<file path="src/rtl/pwm_bank.sv">
// Bank of independent PWM / H-bridge channels behind a four-state request/acknowledge handshake.
// Each channel's new settings are held in shadow registers and applied only when its counter wraps, so pulses never glitch.
module pwm_bank #(
  parameter int NUM_CH = 4,
  parameter int WIDTH  = 32,
  parameter int CH_W   = 2
) (
  input  logic                     clock,
  input  logic                     clock_valid,
  input  logic                     reset,
  input  logic                     pwm_command,
  output logic                     pwm_response,
  input  logic [CH_W-1:0]          pwm_channel,
  input  logic [WIDTH-1:0]         pwm_period,
  input  logic signed [WIDTH-1:0]  pwm_compare,
  input  logic                     pwm_brake,
  output logic [NUM_CH-1:0]        pwm_out,
  output logic [NUM_CH-1:0]        pwm_in1,
  output logic [NUM_CH-1:0]        pwm_in2
);

  typedef enum logic [1:0] {
    ST_RESET,
    ST_IDLE,
    ST_WRITE,
    ST_RESP
  } state_t;

  state_t state_q, state_d;
  logic   resp_q, resp_d;

  // Absolute value of a signed compare; the most negative value maps to 2^(WIDTH-1).
  function automatic logic [WIDTH-1:0] mag_f(input logic signed [WIDTH-1:0] c);
    logic [WIDTH-1:0] u;
    u = $unsigned(c);
    return c[WIDTH-1] ? (~u + WIDTH'(1)) : u;
  endfunction

  // Handshake FSM: state register
  always_ff @(posedge clock) begin
    if (clock_valid) begin
      if (reset) begin
        state_q <= ST_RESET;
        resp_q  <= 1'b0;
      end else begin
        state_q <= state_d;
        resp_q  <= resp_d;
      end
    end
  end

  // Acknowledge is held only while the host keeps requesting, so it drops as the FSM leaves RESPONSE.
  always_comb begin
    state_d = state_q;
    resp_d  = 1'b0;
    case (state_q)
      ST_RESET: state_d = ST_IDLE;
      ST_IDLE:  if (pwm_command) state_d = ST_WRITE;
      ST_WRITE: state_d = ST_RESP;
      ST_RESP: begin
        if (pwm_command) resp_d = 1'b1;
        else             state_d = ST_IDLE;
      end
      default:  state_d = ST_RESET;
    endcase
  end

  assign pwm_response = resp_q;

  for (genvar g = 0; g < NUM_CH; g++) begin : g_ch
    logic [WIDTH-1:0]        cnt_q, cnt_d, per_q, per_d, sh_per_q, sh_per_d;
    logic signed [WIDTH-1:0] cmp_q, cmp_d, sh_cmp_q, sh_cmp_d;
    logic                    brk_q, brk_d, sh_brk_q, sh_brk_d, pend_q, pend_d;
    logic                    out_q, out_d, in1_q, in1_d, in2_q, in2_d;
    logic                    wr_sel, wrap;

    // Out-of-range channel indices simply match no channel.
    assign wr_sel = (state_q == ST_WRITE) && (pwm_channel == CH_W'(g));
    assign wrap   = (cnt_q == per_q);

    always_comb begin
      per_d    = per_q;
      cmp_d    = cmp_q;
      brk_d    = brk_q;
      sh_per_d = sh_per_q;
      sh_cmp_d = sh_cmp_q;
      sh_brk_d = sh_brk_q;
      pend_d   = pend_q;
      cnt_d    = wrap ? '0 : cnt_q + WIDTH'(1);
      if (wrap && pend_q) begin
        per_d  = sh_per_q;
        cmp_d  = sh_cmp_q;
        brk_d  = sh_brk_q;
        pend_d = 1'b0;
      end
      // A write landing on the update cycle stays pending for the following wrap.
      if (wr_sel) begin
        sh_per_d = pwm_period;
        sh_cmp_d = pwm_compare;
        sh_brk_d = pwm_brake;
        pend_d   = 1'b1;
      end
      out_d = (cnt_q < mag_f(cmp_q));
      if (cmp_q[WIDTH-1]) begin
        in1_d = 1'b0;
        in2_d = 1'b1;
      end else if (cmp_q == '0) begin
        in1_d = brk_q;
        in2_d = brk_q;
      end else begin
        in1_d = 1'b1;
        in2_d = 1'b0;
      end
    end

    // Channel registers: counter, active, shadow and output stage
    always_ff @(posedge clock) begin
      if (clock_valid) begin
        if (reset) begin
          cnt_q    <= '0;
          per_q    <= '0;
          cmp_q    <= '0;
          brk_q    <= 1'b0;
          sh_per_q <= '0;
          sh_cmp_q <= '0;
          sh_brk_q <= 1'b0;
          pend_q   <= 1'b0;
          out_q    <= 1'b0;
          in1_q    <= 1'b0;
          in2_q    <= 1'b0;
        end else begin
          cnt_q    <= cnt_d;
          per_q    <= per_d;
          cmp_q    <= cmp_d;
          brk_q    <= brk_d;
          sh_per_q <= sh_per_d;
          sh_cmp_q <= sh_cmp_d;
          sh_brk_q <= sh_brk_d;
          pend_q   <= pend_d;
          out_q    <= out_d;
          in1_q    <= in1_d;
          in2_q    <= in2_d;
        end
      end
    end

    assign pwm_out[g] = out_q;
    assign pwm_in1[g] = in1_q;
    assign pwm_in2[g] = in2_q;
  end

endmodule

</file>
<file path="config.mk">
export PLATFORM = sky130hd
export DESIGN_NAME = pwm_bank
export DESIGN_NICKNAME = d
export VERILOG_FILES = /design/src/rtl/pwm_bank.sv
export SDC_FILE = /design/constraint.sdc
export NUM_CORES = 1
export LEC_CHECK = 0
export ABC_AREA = 1
export CAP_MARGIN = 20
export CORE_MARGIN = 8
export CORE_UTILIZATION = 45
export CTS_CLUSTER_SIZE = 40
export DETAILED_ROUTE_END_ITERATION = 10
export SKIP_LAST_GASP = 1
export SYNTH_ARGS = -nofsm -noshare
export SYNTH_HDL_FRONTEND = slang
export SYNTH_SLANG_ARGS = --single-unit
</file>
<file path="constraint.sdc">
create_clock -name clock -period 6.69 [get_ports clock]
set_input_delay 0.669 -clock clock [delete_from_list [all_inputs] [get_ports clock]]
set_output_delay 0.669 -clock clock [all_outputs]
set_load 0.005 [all_outputs]
</file>
==> impl_metrics.csv <==
group,metric,value,unit
run_status,outcome,"finished, final reports clean",
yosys,netlist_instances,3889,
timing,slew_violations,0,
timing,relSlewSlack,28.39,%
detailed_routing,drtAntennaViolNets,0,
cts,cts_tree,"built",
yosys,syn_area,0.03566,mm^2
cts,cts_hold_buffers,0,
detailed_routing,routedWlPerCell,19.36,um
floorplanning,fp-row-count,103,
worst_setup_path,ff2ff_setup_slack,3.34,ns
cts,clock-root-buffer,"clkbuf_16",
worst_hold_path,hold_depth,1,
detailed_routing,dr.max_layer_used,"met5",
floorplanning,die_area,0.08851,mm^2
floorplanning,core_area,0.07874,mm^2
detailed_routing,drtIter0Drc,2762,
worst_setup_path,endpoint_kind,"flop",
pwr,power.leakage,0.01693,uW
yosys,synth.area.top_cells,"edfxtp_1 56%, nand2_1 7.9%, inv_1 7.7%, nor2_1 7.3%, ha_1 4.8%",
worst_setup_path,startpoint_type,"flop",
timing,rsz0062_at_grt,"false",
yosys,syn_avg_cell_area,9.170,um^2
yosys,synthArstFlopShare,0,%
detailed_routing,drc,0,
pwr,powerDensity,251.3,mW/mm^2
timing,post-route-period-util,50.13,%
grt,grt_overflow,0,
grt,antenna_found_initial,7,
detailed_routing,wl_met1,44.82,mm
placed_design,numPortBuffers,83,
yosys,synth_edf_count,667,
layout,syn2layout_area_growth,12.51,%
yosys,synth.top_cell.area_share,56.17,%
floorplanning,die-height,297.5,um
worst_hold_path,hold_start,"clock_valid",
worst_setup_path,arrival,3.61,ns
timing,fmax,0.2982,GHz
yosys,ys.flop_type,"edfxtp_1",
worst_setup_path,worstReg2RegStart,"g_ch[0].cnt_q[21]$_SDFFCE_PP0P_",
timing,tightest_slew,1.072,ns
placed_design,hpwl,74.52,mm
timing,hold_ws,0.4945,ns
worst_setup_path,r2r_cells,8,
grt,grt_pass1_vias,24320,
cts,clock_path_buffers,3,
cts,cts_setup_buffers,0,
worst_hold_path,hold_end,"g_ch[1].cnt_q[17]$_SDFFCE_PP0P_",
pwr,vdd_drop_max,203.4,uV
worst_hold_path,hp-class,"in -> reg",
floorplanning,start_util,45.29,%
yosys,synth.most_common_cell,"nand2_1",
detailed_routing,via_per_inst,5.080,
yosys,synth.distinct_cells,45,
placed_design,gp_congestion,0.9244,
job,cap_violations,0,
detailed_routing,wl_met3,8.008,mm
cts,cts_sinks,667,
worst_setup_path,r2r-end,"g_ch[0].per_q[18]$_SDFFCE_PP0P_",
yosys,yosys_warnings,0,
worst_setup_path,path_class,"reg -> reg",
yosys,syn-num-nets,4096,
timing,post-route-min-period,3.354,ns
yosys,ys_seq_area_share,56.17,%
detailed_routing,dr_wl_met2,43.22,mm
yosys,synth_commonest_cells,"754 x nand2_1, 729 x inv_1, 694 x nor2_1, 667 x edfxtp_1, 144 x nand3_1",
worst_setup_path,cp.required,6.94,ns
detailed_routing,vias,25870,
layout,drive_gt1_share,4.579,%
cts,cts_buffers,73,
timing,hold_violations,0,
grt,grt_max_degree,100,
floorplanning,die_x,297.5,um
cts,cts_resized,0,
worst_setup_path,crit_fanout,34,
cts,clock_latency,0.62,ns
floorplanning,ios,84,
grt,grt_pass1_wl,147.7,mm
timing,setup_violations,0,
detailed_routing,wl,98.62,mm
detailed_routing,firstDrtPassIters,5,
timing,setup-tns-final,0,ns
cts,clk_pin_slew,0.06,ns
layout,fin_nets,4192,
yosys,yosysTopAreaCell,"edfxtp_1",
grt,grt_usage,21.76,%
cts,h-tree-depth,3,
timing,finalClockSkew,0.03259,ns
yosys,ys_ff_latch,667,
-- final cells by class --
cell class                 count  area [um^2]
antenna                        3        7.507
clock buffer                  85         1936
clock inverter                45        498.0
fill                        7171        38620
sequential                   667        20030
inverter                     732         2748
multi-input combinational   2409        12570
timing repair buffer         102         1020
tap                         1050         1314
-- through the flow --
stage | instance area, um^2 | util (%) | std cells | setup slack (ns) | total power [uW]
5_1_grt | 40110 | 50.94 | 5090 | 3.133 | 10440
3_5_place_dp | 37680 | 47.85 | 4960 | 3.072 | 6029
2_1_floorplan | 35660 | - | 3889 | 1.718 | 5646
3_3_place_gp | 37630 | 47.78 | 4958 | 3.106 | 6013
4_1_cts | 40110 | 50.94 | 5090 | 3.318 | 10140
6_report | 40120 | 50.95 | 5093 | 3.336 | 10080
-- routing by layer --
| metal | GRT usage (%) | vias to the layer above |
|---|---|---|
| met5 | 0 | - |
| met4 | 6.260 | 6 |
| met3 | 3.681 | 137 |
| met2 | 33.19 | 930 |
| met1 | 31.75 | 12130 |
| li1 | - | 12670 |
-- layout by cell type (no fill, tap or decap), types with 17 or more instances in the layout --
| cell | synthesis | final |
|---|---|---|
| nand2_1 | 754 | 754 |
| inv_1 | 729 | 729 |
| nor2_1 | 694 | 690 |
| edfxtp_1 | 667 | 667 |
| nand3_1 | 144 | 144 |
| ha_1 | 136 | 136 |
| a21oi_1 | 133 | 129 |
| xor2_1 | 124 | 124 |
| xnor2_1 | 104 | 104 |
| clkdlybuf4s50_1 | 0 | 81 |
| nor3_1 | 80 | 80 |
| clkbuf_16 | 0 | 76 |
| nand4_1 | 70 | 70 |
| o21ai_0 | 62 | 62 |
| clkinv_1 | 2 | 18 |
| buf_4 | 12 | 17 |
-- state kept, by name (all words and copies together) (netlist names) --
name	cells
g_ch.in1_q	4
g_ch.sh_per_q	128
state_q	2
g_ch.out_q	4
g_ch.cnt_q	128
g_ch.in2_q	4
g_ch.brk_q	4
pwm_response	1
g_ch.sh_cmp_q	128
g_ch.pend_q	4
g_ch.per_q	128
g_ch.sh_brk_q	4
g_ch.cmp_q	128
-- cells by family (layout without fill, tap and decap cells) --
group | after synthesis | in the layout | synth area share, %
AND/OR/NAND/NOR | 1823 | 1823 | 21.35
adder cells (fa/ha/maj) | 136 | 136 | 4.772
flip-flops | 667 | 667 | 56.17
other | 0 | 3 | 0
XOR/XNOR | 228 | 228 | 5.600
AO/OA/AOI/OAI | 222 | 222 | 3.319
buffers and inverters | 813 | 964 | 8.793
-- critical path, stage by stage (launching register included) --
cell,delay (ns)
edfxtp_1,0.53
xnor2_1,0.22
nand2_1,0.07
nor2_1,0.12
nand2_1,0.06
nor2_1,0.26
nand3_1,0.30
a21oi_4,0.89
buf_4,0.53
-- how the worst max path moves through the flow --
stage	depth (start not counted)	slack (ns)	from	endpoint
after global routing	12	3.13	g_ch[0].cmp_q[31]$_SDFFCE_PP0P_	g_ch[0].out_q$_SDFFCE_PP0P_
after floorplan	4	1.72	reset	g_ch[3].brk_q$_SDFFCE_PP0P_
after detailed placement	4	3.07	clock_valid	g_ch[0].sh_per_q[16]$_SDFFCE_PP0P_
after global placement	5	3.11	reset	g_ch[0].per_q[29]$_SDFFCE_PP0P_
final	8	3.34	g_ch[0].cnt_q[21]$_SDFFCE_PP0P_	g_ch[0].per_q[18]$_SDFFCE_PP0P_
after CTS	8	3.32	g_ch[0].cnt_q[21]$_SDFFCE_PP0P_	g_ch[0].per_q[18]$_SDFFCE_PP0P_
-- where the power goes --
group	switching, uW	internal (uW)	total, uW
clock network	1700	2430	4130
registers	211	4850	5060
logic	577	310	887
Note: power is estimated with default switching activity, not from simulation.
